## config.mk

```make
export PLATFORM = sky130hd
export DESIGN_NAME = trdb_packet_serializer
export DESIGN_NICKNAME = d
export VERILOG_FILES = /design/src/rtl/trdb_packet_serializer.sv
export SDC_FILE = /design/constraint.sdc
export NUM_CORES = 1
export LEC_CHECK = 0
export ABC_AREA = 0
export CAP_MARGIN = 10
export CORE_ASPECT_RATIO = 1.4
export CORE_MARGIN = 3
export CORE_UTILIZATION = 59
export DETAILED_ROUTE_END_ITERATION = 12
export HOLD_SLACK_MARGIN = 0.05
export PLACE_DENSITY_LB_ADDON = 0.3
export SLEW_MARGIN = 10
export SYNTH_ARGS = -nofsm -noshare
export SYNTH_HDL_FRONTEND = slang
export SYNTH_SLANG_ARGS = --single-unit
```

## constraint.sdc

```tcl
create_clock -name clk_i -period 15.8 [get_ports clk_i]
set_clock_uncertainty 0.2 [all_clocks]
set_input_delay 1.58 -clock clk_i [delete_from_list [all_inputs] [get_ports clk_i]]
set_output_delay 1.58 -clock clk_i [all_outputs]
set_load 0.01 [all_outputs]
```

## src/rtl/trdb_packet_serializer.sv

```systemverilog
`default_nettype none
// ============================================================================
//  Module   : trdb_packet_serializer
//  Purpose  : Buffers variable-length trace packets in a small FIFO and
//             emits each packet as a sequence of WORD_W-bit words over a
//             valid/ready stream. Bits past the packet length in the final
//             word are zeroed, and the final word is flagged.
//
//  Ports    : clk_i          - clock
//             rst_i          - asynchronous reset, active-high
//             flush_i        - synchronous flush of all buffered state
//             packet_bits_i  - packet payload, LSB is sent first
//             packet_len_i   - valid payload length in bits
//             packet_valid_i - packet offered
//             packet_ready_o - packet accepted when high together with valid
//             word_o         - output word
//             word_valid_o   - word_o is valid
//             word_ready_i   - sink accepts the word
//             word_last_o    - word_o is the final word of its packet
//             overflow_o     - sticky: a packet was offered while full
//
//  Options  : TRDB_SER_HEADER_EN - when defined, each packet is preceded by
//             a header word {8'hA5, seq[7:0], 0, len_clamped}.
//
//  Revision : 1.0 - initial release
// ============================================================================
module trdb_packet_serializer #(
  parameter int PACKET_W   = 128,
  parameter int WORD_W     = 32,
  parameter int FIFO_DEPTH = 4,
  parameter int LEN_W      = 8
) (
  input  logic                clk_i,
  input  logic                rst_i,
  input  logic                flush_i,
  input  logic [PACKET_W-1:0] packet_bits_i,
  input  logic [LEN_W-1:0]    packet_len_i,
  input  logic                packet_valid_i,
  output logic                packet_ready_o,
  output logic [WORD_W-1:0]   word_o,
  output logic                word_valid_o,
  input  logic                word_ready_i,
  output logic                word_last_o,
  output logic                overflow_o
);

  // --------------------------------------------------------------------------
  // Derived constants
  // --------------------------------------------------------------------------
  localparam int NSLICE = PACKET_W / WORD_W;
  localparam int ADDR_W = (FIFO_DEPTH > 1) ? $clog2(FIFO_DEPTH) : 1;
  localparam int PTR_W  = ADDR_W + 1;
  localparam int WSH    = $clog2(WORD_W);
  // Word index must reach NSLICE when a header word precedes the data.
  localparam int IDX_W  = $clog2(NSLICE + 1);

  localparam logic [LEN_W-1:0] LEN_MAX = LEN_W'(PACKET_W);

  // --------------------------------------------------------------------------
  // State
  // --------------------------------------------------------------------------
  logic [PTR_W-1:0]    wr_ptr_q, wr_ptr_d;
  logic [PTR_W-1:0]    rd_ptr_q, rd_ptr_d;
  logic [IDX_W-1:0]    idx_q, idx_d;
  logic                overflow_q, overflow_d;

  logic [PACKET_W-1:0] mem_bits_q [FIFO_DEPTH];
  logic [LEN_W-1:0]    mem_len_q  [FIFO_DEPTH];

  // --------------------------------------------------------------------------
  // FIFO status
  // --------------------------------------------------------------------------
  logic empty;
  logic full;

  assign empty = (wr_ptr_q == rd_ptr_q);
  assign full  = (wr_ptr_q[PTR_W-1] != rd_ptr_q[PTR_W-1]) &&
                 (wr_ptr_q[ADDR_W-1:0] == rd_ptr_q[ADDR_W-1:0]);

  // Ready is a pure function of registered pointers, so the sink side can
  // never create a combinational path back to the packet source.
  assign packet_ready_o = !full;

  // --------------------------------------------------------------------------
  // Input side: clamp length, decide whether the packet is stored
  // --------------------------------------------------------------------------
  logic [LEN_W-1:0] len_clamped;
  logic             push;

  assign len_clamped = (packet_len_i > LEN_MAX) ? LEN_MAX : packet_len_i;

  // Zero-length packets complete the handshake but never occupy an entry.
  assign push = packet_valid_i && !full && (packet_len_i != '0) && !flush_i;

  always_ff @(posedge clk_i) begin
    if (push) begin
      mem_bits_q[wr_ptr_q[ADDR_W-1:0]] <= packet_bits_i;
      mem_len_q[wr_ptr_q[ADDR_W-1:0]]  <= len_clamped;
    end
  end

  // --------------------------------------------------------------------------
  // Head-of-FIFO decode
  // --------------------------------------------------------------------------
  logic [PACKET_W-1:0] head_bits;
  logic [LEN_W-1:0]    head_len;
  logic [LEN_W-1:0]    len_m1;
  logic [IDX_W-1:0]    last_slice;
  logic [WSH-1:0]      rem;

  assign head_bits = mem_bits_q[rd_ptr_q[ADDR_W-1:0]];
  assign head_len  = mem_len_q[rd_ptr_q[ADDR_W-1:0]];

  // Stored lengths are always >= 1, so (len-1)/WORD_W is nwords-1 exactly.
  assign len_m1     = head_len - LEN_W'(1);
  assign last_slice = IDX_W'(len_m1 >> WSH);
  assign rem        = head_len[WSH-1:0];

  logic             is_header;
  logic [IDX_W-1:0] last_idx;
  logic [IDX_W-1:0] slice_sel;

`ifdef TRDB_SER_HEADER_EN
  logic [7:0]        seq_q, seq_d;
  logic [WORD_W-1:0] hdr_word;

  // Word index 0 is the header; data slices are shifted up by one.
  assign is_header = (idx_q == '0);
  assign last_idx  = last_slice + IDX_W'(1);
  assign slice_sel = idx_q - IDX_W'(1);

  always_comb begin
    hdr_word              = '0;
    hdr_word[31:24]       = 8'hA5;
    hdr_word[23:16]       = seq_q;
    hdr_word[LEN_W-1:0]   = head_len;
  end
`else
  assign is_header = 1'b0;
  assign last_idx  = last_slice;
  assign slice_sel = idx_q;
`endif

  // --------------------------------------------------------------------------
  // Slice selection and tail masking
  // --------------------------------------------------------------------------
  logic [WORD_W-1:0] slice_word;
  logic [WORD_W-1:0] data_word;
  logic              on_last;

  always_comb begin
    slice_word = '0;
    for (int s = 0; s < NSLICE; s++) begin
      if (slice_sel == IDX_W'(s)) begin
        slice_word = head_bits[s*WORD_W +: WORD_W];
      end
    end
  end

  assign on_last = (idx_q == last_idx);

  // A remainder of zero means the final slice is completely filled.
  always_comb begin
    data_word = slice_word;
    if (on_last && (rem != '0)) begin
      data_word = slice_word & ~({WORD_W{1'b1}} << rem);
    end
  end

  // --------------------------------------------------------------------------
  // Output stream
  // --------------------------------------------------------------------------
  always_comb begin
    word_valid_o = !empty;
    word_last_o  = !empty && on_last;
    word_o       = '0;
    if (!empty) begin
`ifdef TRDB_SER_HEADER_EN
      word_o = is_header ? hdr_word : data_word;
`else
      word_o = data_word;
`endif
    end
  end

  assign overflow_o = overflow_q;

  // --------------------------------------------------------------------------
  // Next-state logic
  // --------------------------------------------------------------------------
  logic accept;
  logic pop;

  assign accept = word_valid_o && word_ready_i;
  assign pop    = accept && word_last_o;

  always_comb begin
    wr_ptr_d   = wr_ptr_q;
    rd_ptr_d   = rd_ptr_q;
    idx_d      = idx_q;
    overflow_d = overflow_q;
    if (flush_i) begin
      // Flush outranks any push, pop or overflow in the same cycle.
      wr_ptr_d   = '0;
      rd_ptr_d   = '0;
      idx_d      = '0;
      overflow_d = 1'b0;
    end else begin
      if (push) begin
        wr_ptr_d = wr_ptr_q + PTR_W'(1);
      end
      if (pop) begin
        rd_ptr_d = rd_ptr_q + PTR_W'(1);
        idx_d    = '0;
      end else if (accept) begin
        idx_d = idx_q + IDX_W'(1);
      end
      // Full is judged on registered state: a same-cycle pop does not help.
      if (packet_valid_i && full) begin
        overflow_d = 1'b1;
      end
    end
  end

  // --------------------------------------------------------------------------
  // State registers
  // --------------------------------------------------------------------------
  always_ff @(posedge clk_i or posedge rst_i) begin
    if (rst_i) begin
      wr_ptr_q   <= '0;
      rd_ptr_q   <= '0;
      idx_q      <= '0;
      overflow_q <= 1'b0;
    end else begin
      wr_ptr_q   <= wr_ptr_d;
      rd_ptr_q   <= rd_ptr_d;
      idx_q      <= idx_d;
      overflow_q <= overflow_d;
    end
  end

`ifdef TRDB_SER_HEADER_EN
  // Sequence number advances only when the sink takes a header word.
  always_comb begin
    seq_d = seq_q;
    if (flush_i) begin
      seq_d = '0;
    end else if (accept && is_header) begin
      seq_d = seq_q + 8'd1;
    end
  end

  always_ff @(posedge clk_i or posedge rst_i) begin
    if (rst_i) begin
      seq_q <= '0;
    end else begin
      seq_q <= seq_d;
    end
  end
`endif

endmodule
`default_nettype wire

```

# Word level (Yosys, flattened, before mapping)
# Memory sizes are Yosys's and may differ from the RTL's.
# Index checks and enable logic that the tools add are counted.
totals:
  ff_bits: 10
  mem_bits_rw: 544
  out_inout_bits: 36
  word_cells: 58
  n_memories: 2
memory_table:
  columns: ["memory", "depth", "width", "rd", "rd_ports_with_merged_regs", "write_ports", "line_no", "rtl"]
  rows:
  - ["mem_bits_q", 4, 128, 1, 0, 1, "67", "logic [PACKET_W-1:0] mem_bits_q [FIFO_DEPTH];"]
  - ["mem_len_q", 4, 8, 1, 0, 1, "68", "logic [LEN_W-1:0] mem_len_q [FIFO_DEPTH];"]
classes:
  n_addsub: 4
  order_cmp: 1
  n_eq_ne: 7
  shift: 1
  mux: 18
  bitwise_logic: 2
  reduce_logical: 19
op_table:
  columns: ["cell", "count"]
  rows:
  - ["32-bit 2-to-1 mux", 6]
  - ["32-bit bitwise AND", 1]
  - ["32-bit NOT", 1]
  - ["32-bit by 5-bit << shifter with 32-bit output (first input constant)", 1]
  - ["3-bit 2-to-1 mux", 7]
  - ["3-bit by 1-bit adder with 3-bit output (second input constant)", 3]
  - ["1-bit logical AND", 9]
  - ["8-bit greater-than comparator (second input constant)", 1]
  - ["8-bit 2-to-1 mux", 1]
  - ["8-bit nonzero test", 1]
  - ["8-bit by 1-bit subtractor with 8-bit output (second input constant)", 1]
  - ["3-bit by 2-bit == test with 1-bit output (second input constant)", 2]
  - ["3-bit == test", 2]
  - ["2-bit nonzero test", 3]
  - ["5-bit nonzero test", 1]
  - ["1-bit 2-to-1 mux", 4]
  - ["3-bit by 1-bit == test with 1-bit output (second input constant)", 1]
  - ["1-bit logical NOT", 3]
  - ["3-bit logical NOT", 1]
  - ["3-bit nonzero test", 1]
  - ["2-bit == test", 1]
  - ["1-bit != test", 1]

# Logic depth before layout (Yosys ltp)
# Gate-level depths: netlist of run 1.
depth:
  ltp_word: 8
  mapped_depth: 11
  mapped_depth_nobuf: 7

# Worst setup path before layout of run 1
# No wires, ideal clock.
synth_timing:
  kind: "input to register"
  start: "input packet_len_i[0]"
  end: "memory mem_bits_q[0][0] (enable)"
  arrival_time_ns: 5.335
  t_required_ns: 15.088
  slack_ns: 9.753
  stages: 6
  path_buffers: 1
  cell_sequence: "nor4_1 -> nand2_1 -> and3_1 -> clkbuf_1 -> nor2b_1 -> and2_1"
synth_via:
  elab_chain_len: 5
synth_lines:
  columns: ["element", "line_no", "rtl"]
  rows:
  - ["start: declaration", "37", "input logic [LEN_W-1:0] packet_len_i,"]
  - ["8-bit nonzero test", "93", "assign push = packet_valid_i && !full && (packet_len_i != '0) && !flush_i;"]
  - ["1-bit logical AND (2 in series)", "93", null]
  - ["1-bit 2-to-1 mux", "96", "if (push) begin"]
  - ["1-bit 2-to-1 mux (implied by the code)", "97", "mem_bits_q[wr_ptr_q[ADDR_W-1:0]] <= packet_bits_i;"]
  - ["end: declaration", "67", null]
# No other way between the ends.

# Worst setup path after layout of run 1
layout_timing:
  start: "register rd_ptr_q[0]"
  end: "output word_o[14]"
layout_via:
  elab_chain_len: 8
  elab_cells_between_ends: 16
  cone_classes: "add/sub: 1; eq/ne: 2; shift: 1; mux: 6; bitwise: 2; reduce/logical: 2; memory: 2"
layout_lines:
  columns: ["element", "line_no", "rtl"]
  rows:
  - ["start: declaration", "63", "logic [PTR_W-1:0] rd_ptr_q, rd_ptr_d;"]
  - ["start signal: assignment", "236", "rd_ptr_q <= rd_ptr_d;"]
  - ["parallel branches: the longest is 7 deep, another holds memory read 4 x 8 bit", null, null]
  - ["32-bit 2-to-1 mux (*)", "177", "if (!empty) begin"]
  - ["end: declaration", "40", "output logic [WORD_W-1:0] word_o,"]
# Mark *: on every way between the ends.

==> metrics.md, run 1 <==
| Metric | Value |
|---|---|
| Status | finished clean |
| Critical path, cell by cell | buf_4 -> mux4_2 -> xnor2_1 -> a2111oi_4 -> and2_1 -> o21ai_0 -> and3_1 -> clkdlybuf4s50_1 |
| Vias in the first global route | roughly 12000 |
| Net count after synthesis | 1224 |
| Element type at the critical path start | flip-flop |
| Die ar. | 39600 sq um |
| Req. time, crit path | 14020 ps |
| Synth warn | 0 |
| Initial Utilization | 60.6% |
| Via count | roughly 11000 |
| # clock sinks | between 500 and 600 |
| Yosys reg bits | 554 |
| WL per Instance | 27.5 um |
| CP arrival | about 5600 ps |
| Number of port buffers | 176 |
| Area after DPL | between 20000 and 25000 sq um |
| CTS resizes | 0 |
| Most frequent cells after synthesis | edfxtp_1, mux4_2, nor2_1 |
| Max stage delay on crit path | 1000 ps |
| Peak Freq | 0.135 GHz |
| Setup violations, final | 0 |
| Design Area, Final | between 20000 and 30000 sq um |
| Pwr Density | between 150 and 200 nW/um^2 |
| Yosys top cell by area | edfxtp_1 |
| Post-synth top area share | 74.5% |
| Initial antenna violation count | 3 |
| # rows | 82 |
| Reg clk slew, reported paths | ~70 ps |
| Final GP Congestion | between 0.8 and 0.9 |
| Via/cell ratio | approximately 6.5 |
| Critical path's slowest cell | a2111oi_4 |
| Pre-antenna DRT Iters | 5 |
| Synth area leaders | edfxtp_1, mux4_2, dfrtp_1 |
| DR iter-0 viols | 1307 |
| P&R area growth vs syn | 16.8% |
| Final WL | roughly 48000 um |
| Setup_tns | 0 ps |
| Synth Flop Type | edfxtp_1 |
| Synth async-reset ratio | 1.81% |
| CP Class | flip-flop to output pin |
| Avg Cell Area, Syn | just over 20 sq um |
| Tightest Pin Transition | around 1100 ps |
| I/O pins | 177 |
| Root Buffer Master | clkbuf_16 |
| Post-route DRC | 0 |
| Max_cap viols | 0 |
| Min Tclk post-route | 7400 ps |
| Post-layout util | 70.8% |
| Buf/Inv on CP | 2 |
| Max IR drop VDD | between 100 and 150 uV |
| Total power after layout | around 4.2 mW |
| P_leak | approximately 8 nW |
| Final HPWL DP | just under 30000 um |
| Post-synthesis cell count | approximately 1100 |
| Die Wd | 169 um |
| Post-CTS Setup Inserts | 0 |
| Cell family with most CP delay | buffers and inverters |
| Mapped Area | between 20000 and 25000 sq um |
| Die Y | ~230 um |
| Cts bufs inserted | between 40 and 50 |
| Synth unique cells | 54 |
| Final period utilization | approximately 47% |
| RSZ-0062 raised after global routing | no |
| Hold WC Path Type | flip-flop to flip-flop |
| First-pass GRT wire length | approximately 73000 um |
| GRT Overall Usage | around a quarter |
| Share of cells above drive strength 1 | a little under a fifth |
| CTS Buffer Depth | 3 |
| Pin count of the biggest net entering global routing | 69 |
| Post-DRT Antenna Nets | 0 |
| Htree depth | 2 |
| Worst slew margin | between 20% and 30% |
| Hold Fails Final Rpt | 0 |
| Post-synth EDFFs | 544 |
| Remaining global-route overflow | 0 |
| Clk_lat worst skew | approximately 570 ps |
| CP endpoint kind | output pin |
| Cell with the most instances after synthesis | edfxtp_1 |
| CP Max Fanout | 48 |
| Post-synthesis sequential area ratio | between 70% and 80% |
| Final hold slack | a little under 300 ps |
| Hold bufs inserted after CTS | 0 |
| CTS tree | done |
| Slew Viols, Final | 0 |
| Core box area | ~36000 sq um |
| Fin nets | 1407 |
## path summary, 6_finish.rpt
| check | startpoint | to | slack [ps] | cells past startpoint |
|---|---|---|---|---|
| setup / recovery | rd_ptr_q[0]$_DFFE_PP0P_ | word_o[14] | 8400 | 8 |
| hold / removal | overflow_o$_DFFE_PP0P_ | overflow_o$_DFFE_PP0P_ | 290 | 2 |
| setup reg to reg | rd_ptr_q[1]$_DFFE_PP0P_ | mem_bits_q[1][12]$_DFFE_PP_ | 9620 | 9 |
| hold reg to reg | overflow_o$_DFFE_PP0P_ | overflow_o$_DFFE_PP0P_ | 290 | 2 |
| max in group asynchronous | rst_i | rd_ptr_q[1]$_DFFE_PP0P_ | 13930 | 2 |
| min in group asynchronous | rst_i | overflow_o$_DFFE_PP0P_ | 1120 | 2 |
## logic make-up after synthesis
| group | synth area share (%) |
|---|---|
| buf+inv | 1.50 |
| xor+xnor | 0.354 |
| flops | 75.6 |
| mux | 14.2 |
| compound gates | 4.08 |
| fa+ha+maj | 0.570 |
| simple gates | 3.70 |
## cell usage in the layout, fill, tap and decap left out, drive strengths merged, types with 12 or more instances in the layout
master           n
a211oi          12
a21oi           32
a221oi          27
buf             18
clkbuf          59
clkdlybuf4s50  176
clkinv          22
edfxtp         544
inv             12
mux4           135
nand2           32
nor2            53
nor3            32
o21ai           26
## final cells by class
cell class,count,area [sq um]
Fill cell,2186,10600
Multi-Input combinational cell,447,5050
Timing Repair Buffer,194,1900
Tap cell,462,578
Sequential cell,554,16600
Inverter,10,37.5
Antenna cell,2,5.00
Clock inverter,27,159
Clock buffer,59,1310
## power breakdown
part           internal, mW  leakage, nW  switching, mW
sequential             1.74         5.05         0.0586
combinational         0.569         2.22          0.704
clock                 0.603        0.715          0.494
## worst reg2reg max path, stage by stage, from the launching register on
cell	delay, ps
dfrtp_4	740
buf_4	760
buf_4	840
xnor2_1	240
nand3b_1	200
and3_1	330
nor2b_1	320
and2_4	510
buf_4	870
buf_4	800
## registers in the layout (all words and copies together), names as in the netlist
name	count
idx_q	3
mem_bits_q	512
mem_len_q	32
overflow_o	1
rd_ptr_q	3
wr_ptr_q	3
## through the flow
stage                     std cells  worst slack [ps]
after floorplan                1073              9750
after global placement         1667              9030
after detailed placement       1667              8920
after CTS                      1753              8330
after global routing           1755              8050
final                          1755              8400
## per-layer routing
layer	wire (um)	GRT usage (%)	vias to the layer above
li1	-	-	4844
met2	24700	40.7	543
met3	3420	3.66	96
met5	10	0	-
met1	18600	35.0	5917
met4	1490	8.29	2
No activity file was read; power rests on OpenSTA's default activity.
==> run 2: changes to the inputs <==
- CORE_UTILIZATION: 59 -> 52
- clock period: 15.8 -> 6.78 ns (I/O delays scaled with it)
==> run 2 against run 1 <==
  * Largest cell class unchanged
  * Sequential power increased by 130%
  * Sequential share of layout area is 1.0 points lower
  * Utilization decreased by 7.8 points
  * Highest routed layer is now met4
  * Non-clock buffer count is the same
  * Combinational power up 130%
  * Flip-flop and latch count is the same
==> metrics.md, run 2 (synthesis gave the netlist of run 1 again) <==
| Metric | Value |
|---|---|
| Status | finished clean (unchanged) |
| First-pass GRT wire length | 73900 um (was 72600 um) |
| GRT Overall Usage | 21.7% (was 24.8%) |
| CP endpoint kind | output pin (unchanged) |
| Htree depth | 2 (unchanged) |
| DR iter-0 viols | 1077 (was 1307) |
| RSZ-0062 raised after global routing | no (unchanged) |
| Post-route DRC | 0 (unchanged) |
| P&R area growth vs syn | 18.7% (was 16.8%) |
| Peak Freq | around 0.19 GHz |
| Vias in the first global route | 11600 (was 11700) |
| Final WL | 48500 um (was 48300 um) |
| Met3 Resource Use GR | 3.24% (was 3.66%) |
| Fin nets | 1409 (was 1407) |
| CTS tree | done (unchanged) |
| Hold WC Path Type | primary input to asynchronous set/reset pin (was flip-flop to flip-flop) |
| I/O pins | 177 (unchanged) |
| Tightest Pin Transition | 1040 ps (was 1120 ps) |
| Req. time, crit path | 5900 ps (was 14020 ps) |
| Die ar. | 44700 sq um (was 39600 sq um) |
| Worst slew margin | 30.4% (was 25.7%) |
| CP Max Fanout | 51 (was 48) |
| Final period utilization | approximately four fifths |
| R2R depth | 8 (was 9) |
| CP arrival | 4470 ps (was 5620 ps) |
| Pre-antenna DRT Iters | 5 (unchanged) |
| Max IR drop VDD | 202 uV (was 145 uV) |
| Reg2reg setup slack | 2500 ps (was 9620 ps) |
| Post-DRT Antenna Nets | 0 (unchanged) |
| P_leak | 8.10 nW (was 7.98 nW) |
| Hold Fails Final Rpt | 0 (unchanged) |
| Pwr Density | 385 nW/um^2 (was 163 nW/um^2) |
| Fill cell total of the finished layout | 2869 (was 2186) |
| Cts bufs inserted | 51 (was 49) |
| Grt peak-use layer | met2 (unchanged) |
| Via count | 11200 (was 11400) |
| Leading cell type in the layout, fill and taps excluded | edfxtp_1 (unchanged) |
| Final HPWL DP | 30900 um (was 29800 um) |
| Root Buffer Master | clkbuf_16 (unchanged) |
| CP Class | flip-flop to output pin (unchanged) |
| Remaining global-route overflow | 0 (unchanged) |
| Setup_tns | 0 ps (unchanged) |
| Share of cells above drive strength 1 | 19.2% (was 18.6%) |
| Most frequent cells in the layout | edfxtp_1, clkdlybuf4s50_1, mux4_2 (unchanged) |
| Setup violations, final | 0 (unchanged) |
| Clk_lat worst skew | 580 ps (was 570 ps) |
| Slew Viols, Final | 0 (unchanged) |
| Core box area | 41400 sq um (was 36200 sq um) |
| Initial antenna violation count | 4 (was 3) |
| Hold bufs inserted after CTS | 0 (unchanged) |
| Pin count of the biggest net entering global routing | 91 (was 69) |
| Reg clk slew, reported paths | 70 ps (about the same) |
| WL per Instance | 26.3 um (was 27.5 um) |
| CTS Buffer Depth | 3 (unchanged) |
| Total power after layout | 10.0 mW (was 4.17 mW) |
| Number of port buffers | 176 (unchanged) |
| # rows | 88 (was 82) |
| Die Wd | 180 um (was 169 um) |
| Initial Utilization | 53.0% (was 60.6%) |
| Reg2reg start | rd_ptr_q[1]$_DFFE_PP0P_ (unchanged) |
| Element type at the critical path start | flip-flop (unchanged) |
| GR Util met1 | 30.3% (was 35.0%) |
| Post-CTS Setup Inserts | 0 (unchanged) |
| Die Y | 249 um (was 234 um) |
| M2 GR Usage | 35.7% (was 40.7%) |
| Final GP Congestion | 0.833 (was 0.875) |
| Max reg flops | 512 (unchanged) |
| Max_cap viols | 0 (unchanged) |
| # clock sinks | 554 (unchanged) |
| Reg-to-reg critical path endpoint | rd_ptr_q[0]$_DFFE_PP0P_ (was mem_bits_q[1][12]$_DFFE_PP_) |
| Min Tclk post-route | about 5300 ps |
| CTS resizes | 0 (unchanged) |
| Via/cell ratio | 6.07 (was 6.50) |
run 2: layout make-up:
type / instances / area [sq um] / share of cell area, %
Timing Repair Buffer: 194 / 2010 / 7.71
Clock buffer: 61 / 1310 / 5.04
Antenna cell: 3 / 7.51 / 0.0288
Sequential cell: 554 / 16600 / 63.7
Inverter: 10 / 37.5 / 0.144
Clock inverter: 34 / 363 / 1.39
Tap cell: 540 / 676 / 2.59
Multi-Input combinational cell: 447 / 5050 / 19.4
run 2: how the worst max path moves through the flow:
stage                                  from                          to  cells past startpoint  slack [ps]
detailed placement  rd_ptr_q[1]$_DFFE_PP0P_                  word_o[10]                      7        2060
finish              rd_ptr_q[1]$_DFFE_PP0P_                  word_o[13]                      7        1440
CTS                 rd_ptr_q[1]$_DFFE_PP0P_                  word_o[10]                      7        1400
global placement    rd_ptr_q[1]$_DFFE_PP0P_                  word_o[10]                      7        2060
global route        rd_ptr_q[1]$_DFFE_PP0P_                  word_o[14]                      7        1140
floorplan           rd_ptr_q[0]$_DFFE_PP0P_  mem_bits_q[0][0]$_DFFE_PP_                      8        1440
run 2: stage by stage:
| step | cell area [sq um] | hold WS [ps] | std cells | setup slack [ps] | utilization [%] |
|---|---|---|---|---|---|
| floorplan | 21900 | 318 | 1073 | 1440 | - |
| global placement | 24400 | 284 | 1745 | 2060 | 58.8 |
| detailed placement | 24400 | 310 | 1745 | 2060 | 58.8 |
| CTS | 26000 | 194 | 1840 | 1400 | 62.9 |
| global route | 26000 | 261 | 1843 | 1140 | 62.9 |
| finish | 26000 | 211 | 1843 | 1440 | 62.9 |
run 2: power by group:
group	total (mW)	leakage (nW)	internal, mW	switching, mW
clock network	2.87	0.808	1.66	1.21
logic	2.98	2.24	1.34	1.63
registers	4.19	5.05	4.05	0.132
total	10.0	8.10	7.05	2.98
run 2: routing by layer:
| layer | vias up | part of all wire, % |
|---|---|---|
| met2 | 428 | 51 |
| met5 | - | 0 |
| met3 | 86 | 5.7 |
| met1 | 5812 | 41 |
| met4 | 0 | 3.2 |
| li1 | 4863 | - |
run 2: critical path, stage by stage (launching register included):
cell and delay, ps:
dfrtp_4 940, mux4_2 490, xnor2_1 190, a2111oi_4 950
and2_1 470, o21ai_0 150, and3_1 180, clkdlybuf4s50_1 480
==> patch 1, RTL diff (config.mk and constraints of run 2) <==
Change the parameter `WORD_W` from 32 to 64.
--- a/src/rtl/trdb_packet_serializer.sv
+++ b/src/rtl/trdb_packet_serializer.sv
@@ -26,7 +26,7 @@
 // ============================================================================
 module trdb_packet_serializer #(
   parameter int PACKET_W   = 128,
-  parameter int WORD_W     = 32,
+  parameter int WORD_W     = 64,
   parameter int FIFO_DEPTH = 4,
   parameter int LEN_W      = 8
 ) (
Ports: changed (resized word_o); port bits go from 177 to 209. The function was not compared with the original's and may differ.
==> patch 1 against run 2 <==
Area after synthesis barely moved. Routed wire length is 5.5% higher. Setup slack worse by 0.63 ns. Design area up 0.68%. Sequential cell count fell by 1. Via count grew 3.1%. Critical path depth unchanged.
Power is not compared: it rests on default switching activity, and its combinational part moved more than twofold at a synthesized area within 25%.
==> patch 1: results (changes against run 2) <==
Data buffer area share = 0.0879 (+0.0107)
Num CTS Buffers = 49 (-3.9%)
asr flop ratio synth = 0.0163 (-0.00178)
Gate Count Post-Synth = 1,109 (+3.4%)
Detailed Route Iter0 Violations = 1,193 (+11%)
post-route cell area = 26,200 um^2 (+0.68%)
Seq/total area = 0.632 (-0.00527)
Hold Slack = 0.191 ns (-0.0192 ns)
clk tree area frac = 0.0591 (-0.00526)
Fmax = 167 MHz (-11%)
GP Congestion = 0.829 (-0.48%)
Slew @ Worst Pin = 0.956 ns (-0.0831 ns)
Seq/Total Area, Yosys = 0.754 (-0.00183)
Post-synth top cells = 544 x edfxtp_1, 136 x mux4_2, 55 x a21oi_1, 52 x clkbuf_1
Synth area leaders = edfxtp_1 74%, mux4_2 14%, a21oi_1 1.3%
synthesized flop and latch total = 553 (-0.18%)
vias in the first global route = 11.8k (+2.1%)
fin nets = 1,465 (+4.0%)
FF-to-FF Start = rd_ptr_q[0]
CP max-delay cell = dfrtp_4
initial antenna violation count = 5 (+1)
total number of multi-input combinational cells = 474 (+6.0%)
Worst EP arrival = 5.10 ns (+0.63 ns)
worst setup path endpoint = word_o[11]
status = completed
reg2reg setup slack = 2.34 ns (-0.16 ns)
Reg2Reg Capture Point = mem_bits_q[1][54]
Inst Count DP = 1,806 (+3.5%)
critical path's top delay family = simple AND/OR/NAND/NOR gates
Syn Nets = 1,257 (+2.7%)
Place WS = 1.44 ns (-0.626 ns)
Non-clock buffers = 231 (+19%)
Via density = 6.09 (+0.31%)
Total GRT Usage = 0.228 (+0.0106)
Buffers on Ports = 208 (+18%)
Non-clk invs = 8 (-2)
share of cells above drive strength 1 = 0.185 (-0.00676)
largest net degree at the start of global routing = 65 (-29%)
crit path max fanout = 38 (-25%)
HPWL Detailed = 32,500 um (+5.2%)
placed cell areas = 24,700 um^2 (+1.3%)
## patch 1: cell count changes in the layout (fill, tap and decap cells not counted), sizes merged, moves of 8 or more
cell and change:
a211oi +9, a21oi +23, a221oi -27, a22oi +34, clkdlybuf4s50 +32, nand2 +12, nor2 -8, nor3 +11
o21ai -10
## patch 1: layer usage
layer  global-route usage  wire length, um
met1                0.319            20200
met2                0.363            25400
met3               0.0595             4410
met4               0.0610             1080
met5                    0               46
## patch 1: cells by family (layout without fill, tap and decap cells)
| family | Yosys count | in the layout | synth area share |
|---|---|---|---|
| DFF | 553 | 553 | 0.754 |
| xor gates and xnor gates | 7 | 7 | 0.00279 |
| adders and majority gates | 7 | 7 | 0.00399 |
| AOI/OAI and AO/OA | 141 | 141 | 0.0410 |
| buffers and inverters | 82 | 326 | 0.0156 |
| other | 0 | 2 | 0 |
| muxes | 140 | 140 | 0.142 |
| and+or+nand+nor | 179 | 179 | 0.0405 |
==> patch 2, RTL diff (settings of run 2) <==
Made on the original files. Register the output `overflow_o` once more, without a reset; this adds one clock of latency there. The other outputs are not delayed to match.
--- a/src/rtl/trdb_packet_serializer.sv
+++ b/src/rtl/trdb_packet_serializer.sv
@@ -183,7 +183,9 @@
     end
   end
 
-  assign overflow_o = overflow_q;
+  always_ff @(posedge clk_i) begin
+    overflow_o <= overflow_q;
+  end
 
   // --------------------------------------------------------------------------
   // Next-state logic
Formal check against the unedited RTL: same outputs for any inputs over 4 cycles, from zero or initial values and one cycle with rst_i high; that may be too few to reach the edited logic, so the function may still have changed.
==> patch 2 against run 2 <==
Routed wire length up 1.8%. Fmax down 4.0%. Total power down 0.95%. Sequential cell count up 1. Synthesized cell count about the same. Die area about the same. Area after synthesis about the same. Design area down 0.45%. Setup slack worse by 0.22 ns.
==> patch 2: results (changes against run 2) <==
reg2reg setup slack = 2.28 ns (-0.22 ns)
ys flop type = edfxtp_1
fill cell count = 2,821 (-1.7%)
postcts setup bufs = 0 (unchanged)
GP Congestion = 0.836 (+0.42%)
Syn Nets = 1,225 (+0.082%)
post-CTS resize count = 0 (unchanged)
critical path's top delay family = compound AO/OA/AOI/OAI gates
yosys warns = 0 (unchanged)
worst skew pair latency = 0.57 ns
Synth area leaders = edfxtp_1 74%, mux4_2 14%, dfrtp_1 1.1%
M1 wire length = 19,300 um (-2.1%)
First-pass DRT Iterations = 5 (unchanged)
initial antenna violation count = 9 (+5)
fin nets = 1,405 (-0.28%)
GR met1 Demand/Resource = 0.299 (-0.00419)
Netlist cell types = 55 (+1.9%)
Lkg Pwr = 8.06 nW (-0.58%)
Critical Path Max Stage Delay = 1.04 ns (+0.09 ns)
Clk pin slew, worst setup/hold paths = 0.07 ns (about the same)
peak supply drop = 277 uV (+37%)
Buffers on Ports = 176 (unchanged)
met2 wire len = 25,300 um (+2.9%)
largest net degree at the start of global routing = 92 (+1.1%)
Post-synth top cells = 544 x edfxtp_1, 135 x mux4_2, 53 x nor2_1, 33 x clkbuf_1
GR Layer Usage met2 = 0.364 (+0.00769)
drt drc = 0 (unchanged)
asr flop ratio synth = 0.0180 (-0.0000325)
Detailed Route Iter0 Violations = 1,037 (-3.7%)
number of flip-flops in the largest register = 512 (unchanged)
CP max-delay cell = dfrtp_4
crit path max fanout = 43 (-16%)
Worst EP arrival = 4.69 ns (+0.22 ns)
min-delay worst type = register to register
Bufs on Longest Clock Path = 3 (unchanged)
Slew @ Worst Pin = 1.22 ns (+0.185 ns)
met3 wire len = 3030 um (+11%)
global-route wire length before repair = 74,300 um (+0.52%)
htree depth = 2 (unchanged)
vias in the first global route = 11.7k (+1.2%)
HPWL Detailed = 30,800 um (-0.26%)
Total GRT Usage = 0.221 (+0.00344)
total number of vias = 11.2k (+0.37%)
share of cells above drive strength 1 = 0.188 (-0.00360)
Seq/Total Area, Yosys = 0.756 (about the same)
met3 usage = 0.0375 (+0.00511)
Post-synth EDFFs = 544 (unchanged)
Root Buffer = clkbuf_16
Top Layer Used = met5
per-cell routed wire length = 26.9 um (+2.1%)
Num CTS Buffers = 50 (-2.0%)
status = completed
[patch 2: changes by cell type after synthesis]
cell	before	now
dfxtp_1	0	1
[patch 2: cells by family after synthesis]
family | Yosys count | share of synthesized area
flip-flops | 555 | 0.756
multiplexers | 142 | 0.142
adder cells (fa/ha/maj) | 10 | 0.00570
AND/OR/NAND/NOR | 164 | 0.0370
AO/OA/AOI/OAI | 123 | 0.0407
buffers and inverters | 72 | 0.0150
XOR/XNOR | 8 | 0.00353
[patch 2: metrics by stage]
stage               utilization  instances  setup WS, ns  hold WS, ns  cell area, um^2
floorplan                     -       1074          1.44        0.148            22000
global placement          0.586       1742          1.84        0.161            24300
detailed placement        0.586       1742          1.77        0.160            24300
CTS                       0.624       1833          1.16        0.177            25900
global route              0.625       1838         0.856        0.198            25900
finish                    0.625       1838          1.22        0.181            25900
[patch 2: final timing paths]
check | startpoint | endpoint | cells past startpoint
min in group asynchronous | rst_i | rd_ptr_q[0] | 2
worst min-delay path | overflow_q | overflow_o | 0
worst max register to register | rd_ptr_q[0] | mem_bits_q[2][24] | 7
worst min register to register | overflow_q | overflow_o | 0
max in group asynchronous | rst_i | rd_ptr_q[1] | 2
worst max-delay path | rd_ptr_q[0] | word_o[8] | 7
[patch 2: where the power goes]
| group | switching, mW | internal (mW) |
|---|---|---|
| clock network | 1.18 | 1.57 |
| registers | 0.155 | 4.07 |
| logic | 1.63 | 1.34 |
[patch 2: final cells by class]
type,count,area (um^2),area share
clock buffers,59,1310,0.0504
flip-flops and latches,555,16600,0.641
repair buffers,190,1940,0.0749
clock inverters,32,290,0.0112
inverters,10,37.5,0.00145
diodes,5,12.5,0.000483
well taps,540,676,0.0261
multi-input cells,447,5050,0.195
